File: src/rtl/led_pattern_sequencer_if.sv
// Control/status bundle between a pattern-sequencer client and the sequencer.
// The master drives the pattern controls; the slave returns the LED state.
interface led_pattern_sequencer_if;
    logic       run;
    logic       auto;
    logic [2:0] mode_sel;
    logic       mode_load;
    logic [7:0] Q;
    logic [2:0] mode;
    logic       step_tick;

    modport master (
        output run,
        output auto,
        output mode_sel,
        output mode_load,
        input  Q,
        input  mode,
        input  step_tick
    );

    modport slave (
        input  run,
        input  auto,
        input  mode_sel,
        input  mode_load,
        output Q,
        output mode,
        output step_tick
    );
endinterface

File: src/rtl/led_pattern_sequencer.sv
// 8-LED pattern sequencer: step-rate prescaler plus IDLE/SEED/RUN/HOLD FSM
// driving five shift patterns, with optional auto-advance between patterns.
module led_pattern_sequencer #(
    parameter int DIV_MAX        = 25_000_000,
    parameter int STEPS_PER_MODE = 16
) (
    input  logic                     clk,
    input  logic                     reset,
    led_pattern_sequencer_if.slave   bus
);

    localparam int CW = (DIV_MAX > 2) ? $clog2(DIV_MAX) : 1;
    localparam int SW = (STEPS_PER_MODE > 2) ? $clog2(STEPS_PER_MODE) : 1;
    localparam logic [CW-1:0] CNT_LAST  = CW'(DIV_MAX - 1);
    localparam logic [SW-1:0] SCNT_LAST = SW'(STEPS_PER_MODE - 1);
    localparam logic          DIR_RIGHT = 1'b0;
    localparam logic          DIR_LEFT  = 1'b1;

    typedef enum logic [1:0] {
        ST_IDLE = 2'd0,
        ST_SEED = 2'd1,
        ST_RUN  = 2'd2,
        ST_HOLD = 2'd3
    } state_e;

    state_e        state_q, state_d;
    logic [7:0]    led_q, led_d;
    logic [2:0]    mode_q, mode_d;
    logic [CW-1:0] cnt_q, cnt_d;
    logic [SW-1:0] scnt_q, scnt_d;
    logic          dir_q, dir_d;
    logic          tick_q, tick_d;
    logic [8:0]    step_s;

    function automatic logic [7:0] seed_of(input logic [2:0] m);
        logic [7:0] s;
        case (m)
            3'd0:    s = 8'h80;
            3'd1:    s = 8'h01;
            3'd2:    s = 8'h80;
            3'd3:    s = 8'h81;
            3'd4:    s = 8'h00;
            default: s = 8'h00;
        endcase
        return s;
    endfunction

    // Returns {next_dir, next_led}; bounce reflects at the ends without repeating them.
    function automatic logic [8:0] step_of(input logic [2:0] m, input logic [7:0] q,
                                           input logic d);
        logic [8:0] r;
        case (m)
            3'd0:    r = {d, q[0], q[7:1]};
            3'd1:    r = {d, q[6:0], q[7]};
            3'd2: begin
                if (d == DIR_RIGHT) begin
                    if (q == 8'h01) begin
                        r = {DIR_LEFT, 8'h02};
                    end else begin
                        r = {d, 1'b0, q[7:1]};
                    end
                end else begin
                    if (q == 8'h80) begin
                        r = {DIR_RIGHT, 8'h40};
                    end else begin
                        r = {d, q[6:0], 1'b0};
                    end
                end
            end
            3'd3:    r = {d, q[4], q[7:5], q[2:0], q[3]};
            3'd4:    r = {d, ~q[0], q[7:1]};
            default: r = {d, q};
        endcase
        return r;
    endfunction

    assign step_s = step_of(mode_q, led_q, dir_q);

    // Next-state and datapath decode; mode_load outranks auto-advance and stepping.
    always_comb begin
        state_d = state_q;
        led_d   = led_q;
        mode_d  = mode_q;
        cnt_d   = cnt_q;
        scnt_d  = scnt_q;
        dir_d   = dir_q;
        tick_d  = 1'b0;
        if (bus.mode_load) begin
            mode_d = (bus.mode_sel > 3'd4) ? 3'd0 : bus.mode_sel;
            if (state_q == ST_IDLE) begin
                state_d = ST_IDLE;
            end else begin
                state_d = ST_SEED;
            end
        end else begin
            case (state_q)
                ST_IDLE: begin
                    led_d = 8'h00;
                    cnt_d = '0;
                    if (bus.run) begin
                        state_d = ST_SEED;
                    end else begin
                        state_d = ST_IDLE;
                    end
                end
                ST_SEED: begin
                    led_d  = seed_of(mode_q);
                    cnt_d  = '0;
                    scnt_d = '0;
                    dir_d  = DIR_RIGHT;
                    if (bus.run) begin
                        state_d = ST_RUN;
                    end else begin
                        state_d = ST_HOLD;
                    end
                end
                ST_RUN, ST_HOLD: begin
                    // HOLD resumes on the same edge run returns, so that edge still counts.
                    if (!bus.run) begin
                        state_d = ST_HOLD;
                    end else begin
                        state_d = ST_RUN;
                        if (cnt_q == CNT_LAST) begin
                            cnt_d = '0;
                            if (bus.auto && (scnt_q == SCNT_LAST)) begin
                                mode_d  = (mode_q == 3'd4) ? 3'd0 : (mode_q + 3'd1);
                                state_d = ST_SEED;
                                scnt_d  = '0;
                            end else begin
                                {dir_d, led_d} = step_s;
                                tick_d         = 1'b1;
                                if (scnt_q == SCNT_LAST) begin
                                    scnt_d = '0;
                                end else begin
                                    scnt_d = scnt_q + SW'(1);
                                end
                            end
                        end else begin
                            cnt_d = cnt_q + CW'(1);
                        end
                    end
                end
                default: begin
                    state_d = ST_IDLE;
                    led_d   = 8'h00;
                    mode_d  = 3'd0;
                    cnt_d   = '0;
                    scnt_d  = '0;
                    dir_d   = DIR_RIGHT;
                end
            endcase
        end
    end

    // State and datapath registers with asynchronous reset.
    always_ff @(posedge clk or posedge reset) begin
        if (reset) begin
            state_q <= ST_IDLE;
            led_q   <= 8'h00;
            mode_q  <= 3'd0;
            cnt_q   <= '0;
            scnt_q  <= '0;
            dir_q   <= DIR_RIGHT;
            tick_q  <= 1'b0;
        end else begin
            state_q <= state_d;
            led_q   <= led_d;
            mode_q  <= mode_d;
            cnt_q   <= cnt_d;
            scnt_q  <= scnt_d;
            dir_q   <= dir_d;
            tick_q  <= tick_d;
        end
    end

    assign bus.Q         = led_q;
    assign bus.mode      = mode_q;
    assign bus.step_tick = tick_q;

endmodule

File: src/flat_wrapper.sv
// flat-port wrapper written by rule: the top's interface ports become plain ports
module led_pattern_sequencer_flat 
#(
    parameter int DIV_MAX        = 25_000_000,
    parameter int STEPS_PER_MODE = 16
)
  (clk, reset, bus_run, bus_auto, bus_mode_sel, bus_mode_load, bus_Q, bus_mode, bus_step_tick);
  led_pattern_sequencer_if bus_i ();
  input  logic clk;
  input  logic reset;
  input wire logic [$bits(bus_i.run)-1:0] bus_run;
  input wire logic [$bits(bus_i.auto)-1:0] bus_auto;
  input wire logic [$bits(bus_i.mode_sel)-1:0] bus_mode_sel;
  input wire logic [$bits(bus_i.mode_load)-1:0] bus_mode_load;
  output wire logic [$bits(bus_i.Q)-1:0] bus_Q;
  output wire logic [$bits(bus_i.mode)-1:0] bus_mode;
  output wire logic [$bits(bus_i.step_tick)-1:0] bus_step_tick;
  assign bus_i.run = bus_run;
  assign bus_i.auto = bus_auto;
  assign bus_i.mode_sel = bus_mode_sel;
  assign bus_i.mode_load = bus_mode_load;
  assign bus_Q = bus_i.Q;
  assign bus_mode = bus_i.mode;
  assign bus_step_tick = bus_i.step_tick;
  led_pattern_sequencer #(.DIV_MAX(DIV_MAX), .STEPS_PER_MODE(STEPS_PER_MODE)) u_core (.clk(clk), .reset(reset), .bus(bus_i));
endmodule
File: config.mk
export PLATFORM = sky130hd
export DESIGN_NAME = led_pattern_sequencer_flat
export DESIGN_NICKNAME = d
export VERILOG_FILES = /design/src/rtl/led_pattern_sequencer_if.sv /design/src/rtl/led_pattern_sequencer.sv /design/src/flat_wrapper.sv
export SDC_FILE = /design/constraint.sdc
export NUM_CORES = 1
export LEC_CHECK = 0
export BUFFER_PORTS_ARGS = -buffer_cell sky130_fd_sc_hd__buf_4
export CAP_MARGIN = 0
export CORE_MARGIN = 1
export CORE_UTILIZATION = 35
export CTS_BUF_LIST = sky130_fd_sc_hd__clkbuf_4 sky130_fd_sc_hd__clkbuf_8
export DETAILED_ROUTE_END_ITERATION = 8
export HOLD_SLACK_MARGIN = 0.06
export PLACE_DENSITY_LB_ADDON = 0.12
export SYNTH_ARGS = -nofsm -noshare
export SYNTH_HDL_FRONTEND = slang
export SYNTH_SLANG_ARGS = --single-unit
File: constraint.sdc
create_clock -name clk -period 6.3 [get_ports clk]
set_input_delay 0.945 -clock clk [delete_from_list [all_inputs] [get_ports clk]]
set_output_delay 0.945 -clock clk [all_outputs]
set_load 0.01 [all_outputs]
-- Yosys cells after proc, flatten, opt, wreduce, memory -nomap -nowiden
Cells that the tools add are included.
- reduce and logical (&&, ||, !) cells: 16
- bitwise logic cells: 2
- multiplexer cells: 41
- order comparisons: 1
- equal/unequal tests: 20
- $add $sub $neg: 3
- operator list (cell ; count):
    two-way mux 25 bit ; 2
    one-hot mux 25 bit (2 select lines) ; 1
    one-hot mux 8 bit (3 select lines) ; 2
    one-hot mux 9 bit (5 select lines) ; 1
    two-way mux 9 bit ; 3
    adder 25 x 1 -> 25 bit (second input constant) ; 1
    == test 25 bit (second input constant) ; 1
    two-way mux 8 bit ; 3
    two-way mux 3 bit ; 7
    two-way mux 4 bit ; 4
    != test 2 bit (second input constant) ; 7
    two-way mux 1 bit ; 11
    AND reduction 10 bit ; 1
    nonzero test 2 bit ; 5
    == test 8 x 1 -> 1 bit (second input constant) ; 1
    == test 8 bit (second input constant) ; 1
    two-way mux 2 bit ; 4
    one-hot mux 4 bit (2 select lines) ; 1
    AND reduction 4 bit ; 2
    == test 3 x 2 -> 1 bit (second input constant) ; 2
    != test 6 x 5 -> 1 bit (second input constant) ; 1
    one-hot mux 2 bit (3 select lines) ; 1
    OR reduction 2 bit ; 3
    AND reduction 5 bit ; 1
    other kinds (15) ; 17
- input bits: 8
- logic and storage cells: 90
- register bits: 44
- output and inout bits: 12

-- Depth between registers and ports, before layout
- depth after elaboration: 8
- mapped depth: 7
- gate-level depth less buffers: 7

-- Worst setup path after synthesis
OpenSTA, ideal clock, no wires.
- kind: input-to-reg
- start point: in bus_auto
- end point: reg u_core.mode_q[0], in the netlist u_core.bus.mode[0]
- buffers on the path: 1
- cell stages on the path: 5
- library setup time: 0.124 ns
- path slack: 4.074 ns
- data arrival time: 2.102 ns
- required time: 6.176 ns
- cell sequence: nand3_1 > or4_1 > buf_2 > nor3b_1 > a211o_1
- longest elaborated chain between the ends: 3
- ends and longest elaborated chain (what ; line ; text):
    from (decl) ; flat_wrapper.sv:12 ; input wire logic [$bits(bus_i.auto)-1:0] bus_auto;
    logical AND 1 bit ; led_pattern_sequencer.sv:125 ; if (bus.auto && (scnt_q == SCNT_LAST)) begin
    nonzero test 2 bit (no line) ; n/a ;
    AND reduction 4 bit (no line) ; n/a ;
    to (signal assigned) ; led_pattern_sequencer.sv:168 ; mode_q <= mode_d;
    to (decl) ; led_pattern_sequencer.sv:28 ; logic [2:0] mode_q, mode_d;
No other way between the ends.
A chain may end at the register's enable or synchronous reset.

-- Final worst setup path
- start point: reg u_core.cnt_q[1]
- end point: reg u_core.led_q[0], in the netlist u_core.bus.Q[0]
- longest elaborated chain between the ends: 3
- ends and longest elaborated chain (what ; line ; text):
    from (decl) ; led_pattern_sequencer.sv:29 ; logic [CW-1:0] cnt_q, cnt_d;
    from (signal assigned) ; led_pattern_sequencer.sv:169 ; cnt_q <= cnt_d;
    == test 25 bit ; led_pattern_sequencer.sv:123 ; if (cnt_q == CNT_LAST) begin
    != test 2 x 1 -> 1 bit (no line) ; n/a ;
    AND reduction 5 bit (no line) ; n/a ;
    to (signal assigned) ; led_pattern_sequencer.sv:167 ; led_q <= led_d;
    to (decl) ; led_pattern_sequencer.sv:27 ; logic [7:0] led_q, led_d;
No other way between the ends.

==> qor.yml <==
grt_max_degree: 45
ff_latch_area_um2: 1100
final_cell_area_um2: 2950
die_x_um: 88.4
critical-path-top-delay-family: "simple AND/OR/NAND/NOR gates"
fin_crit_ns: 2.46
cts-root-buf: "clkbuf_8"
routed_via_density: 5.36
drt_pass1_iterations: 4
final-hold-violation-count: 0
final_cells: 402
synth_top_area_share_pct: 42.2
max_cap_viol_count: 0
p_switching_uw: 172
worstSetupStartpointType: "flip-flop"
hp-class: "reg2reg"
seqPwrFrac_pct: 52.7
crit_path_top_delay_cell: "a221o_1"
htree_levels: 2
hold_buffers: 0
synthDistinctLibCells: 53
port_buffers: 19
clock_path_buffers: 2
ios: 20
finalSetupTns_ns: 0
r2r_cells: 6
grt_pass1_vias: 2015
clk_pin_slew_worst_paths_ns: 0.09
slowest_delay_ns: 0.45
via_count: 2155
synth_fp_nets: 299
synth_warnings: 0
dieArea_um2: 7810
ys.flop_type: "dfrtp_1"
pwr-share-comb_pct: 15.9
grt_setup_unrepaired: "false"
worst-path-stages: 6
p_int_uw: 423
ys_ff_latch: 44
rows: 31
tritoncts: "yes"
reg2reg_to: "u_core.bus.Q[0]"
crit_buf_inv: 0
switching_share_pct: 28.9
clock_power_share_pct: 31.4
critPathKind: "reg2reg"
n_fill_cell: 745
crit_chain: "ha_1 -> nand2_1 -> or4_1 -> o21ai_1 -> nand3_1 -> a221o_1"
multi_input_area_um2: 1440
antenna_left: 0
clk_latency_ns: 0.30
ys_async_sr_fraction_pct: 100
antenna_cells: 0
synth_top_area_cell: "dfrtp_1"
p_per_area_nw_per_um2: 202
synth_edf_count: 0
postCtsResizedCells: 0
r2r-start: "u_core.cnt_q[1]"
worst-r2r-setup-slack_ns: 3.84
grt_pass1_wl_um: 10100
outcome: "complete, no violations"
skew_ns: 0.00708
drive_gt1_share_pct: 13.5
synth_area_um2: 2610
routabilityCongestion: 0.771
ir_worst_vdd_mv: 0.0677
area_growth_pct: 12.8
synth_area_leaders: "dfrtp_1 (42%), nor2_1 (5.6%), xor2_1 (5.4%), a22o_1 (4.4%), ha_1 (3.4%)"
finalCritPeriodShare_pct: 39.1
drt_iter0_markers: 112
fmax_ghz: 0.406
crit_fanout: 8
drc_errors: 0
avgSynthCellArea_um2: 9.19
drt_wl_total_um: 5990
final_net_count: 317
place_area_um2: 2850
postCtsSetupBuffers: 0
core_um2: 7210
routedWlPerCell_um: 14.9
netlist_instances: 284
setup_violations: 0
worstHoldStart: "u_core.cnt_q[24]"
cp.arrival_ns: 2.65
grt.total_usage_pct: 16.7
hold_end: "u_core.cnt_q[24]"
hpwlAfterDp_um: 3990
finalMaxSlewViolations: 0
antenna_found_initial: 0
clock_sinks: 44
worst_pin_slew_ns: 0.966
grt_overflow_total: 0
critPathCaptureType: "flip-flop"
place_inst: 394
cts_made_buffers: 5
relSlewSlack_pct: 35.6
cp.required_ns: 6.49
hold_depth: 1
ys_seq_area_share_pct: 42.2
die_h_um: 88.4
leakagePower_nw: 1.29
initial_core_util_pct: 36.2
## cells in the final DEF, fill, tap and decap left out, types with 3 or more instances in the layout
cell type,synthesis,routed
ha_1,7,7
nand3_1,13,13
or4_1,3,3
and3_1,5,5
and4_1,5,5
mux2_2,4,4
dfrtp_1,44,44
nor2b_1,8,8
buf_4,0,21
xnor2_1,4,4
nand4_1,7,7
nor3_1,5,5
xor2_1,16,16
nor3b_1,5,5
a22o_1,13,13
nor4_1,4,4
nand3b_1,5,5
or2_2,3,3
nand2_1,20,20
clkbuf_8,0,6
o21ai_0,10,10
nor2_1,39,39
inv_1,9,8
a21oi_1,10,10
## Yosys cell counts (2+ instances only)
| cell type | instances |
|---|---|
| nand2_1 | 20 |
| nor2_1 | 39 |
| nand3b_1 | 5 |
| and3_1 | 5 |
| nand3_1 | 13 |
| or4_1 | 3 |
| nor2b_1 | 8 |
| o21bai_1 | 2 |
| clkbuf_1 | 9 |
| nand4_1 | 7 |
| or2_2 | 3 |
| and4_1 | 5 |
| ha_1 | 7 |
| a31oi_1 | 2 |
| a211o_1 | 2 |
| a21oi_1 | 10 |
| xor2_1 | 16 |
| o21ai_0 | 10 |
| a41oi_1 | 2 |
| xnor2_1 | 4 |
| nand4b_1 | 2 |
| mux2_2 | 4 |
| nor3_1 | 5 |
| nor4_1 | 4 |
| nor3b_1 | 5 |
| inv_1 | 9 |
| a32o_1 | 2 |
| dfrtp_1 | 44 |
| a22o_1 | 13 |
## worst max-delay path by stage
stage                                from                  to  slack, ns
after global routing      u_core.cnt_q[1]     u_core.bus.Q[0]       3.67
after CTS                 u_core.cnt_q[1]     u_core.bus.Q[0]       3.84
final                     u_core.cnt_q[1]     u_core.bus.Q[0]       3.84
after floorplan                  bus_auto  u_core.bus.mode[0]       4.07
after global placement      bus_mode_load    u_core.cnt_q[12]       3.81
after detailed placement         bus_auto  u_core.bus.mode[0]       3.80
## metal layers
layer	routed length [um]	part of all wire [%]	track usage (%)	up-vias
met5	0	0	0	-
met4	70	1.2	4.84	0
met3	150	2.5	2.80	7
met2	2740	46	27.7	30
met1	3030	51	22.4	1047
li1	-	-	-	1071
## metrics by stage
| stage | power, mW | worst slack (ns) | utilization (%) | hold WS [ns] |
|---|---|---|---|---|
| final | 0.595 | 3.84 | 40.8 | 0.492 |
| after global routing | 0.637 | 3.67 | 40.8 | 0.514 |
| after CTS | 0.608 | 3.84 | 40.8 | 0.495 |
| after detailed placement | 0.415 | 3.80 | 39.6 | 0.476 |
| after global placement | 0.416 | 3.81 | 39.6 | 0.478 |
| after floorplan | 0.381 | 4.07 | - | 0.442 |
## state kept, by name, summed over array words and instances, names as in the netlist
signal,count
u_core.bus.mode,3
u_core.state_q,2
u_core.cnt_q,25
u_core.dir_q,1
u_core.bus.step_tick,1
u_core.bus.Q,8
u_core.scnt_q,4
## power groups by stage
stage               Combinational, mW  Clock [mW]  Sequential (mW)
CTS                            0.0958       0.198            0.314
floorplan                      0.0661           0            0.315
global placement               0.0958           0            0.320
global route                    0.107       0.213            0.316
detailed placement             0.0956           0            0.319
finish                         0.0949       0.187            0.314
## cell type report
cell class,count,share of cell area [%]
repair buffers,21,5.35
well taps,99,4.20
inverters,9,1.15
multi-input cells,221,48.8
flip-flops and latches,44,37.4
clock inverters,2,0.340
clock buffers,6,2.80
## kinds of logic after synthesis
kind of cell             count (synthesis)  share of synthesized area, %
AND/OR/NAND/NOR                        133                          27.5
AO/OA/AOI/OAI                           56                          15.4
flip-flops                              44                          42.2
XOR/XNOR                                20                          6.71
buffers and inverters                   19                          2.78
adder cells (fa/ha/maj)                  7                          3.35
multiplexers                             5                          2.11
Power figures use the tool's default switching activity.
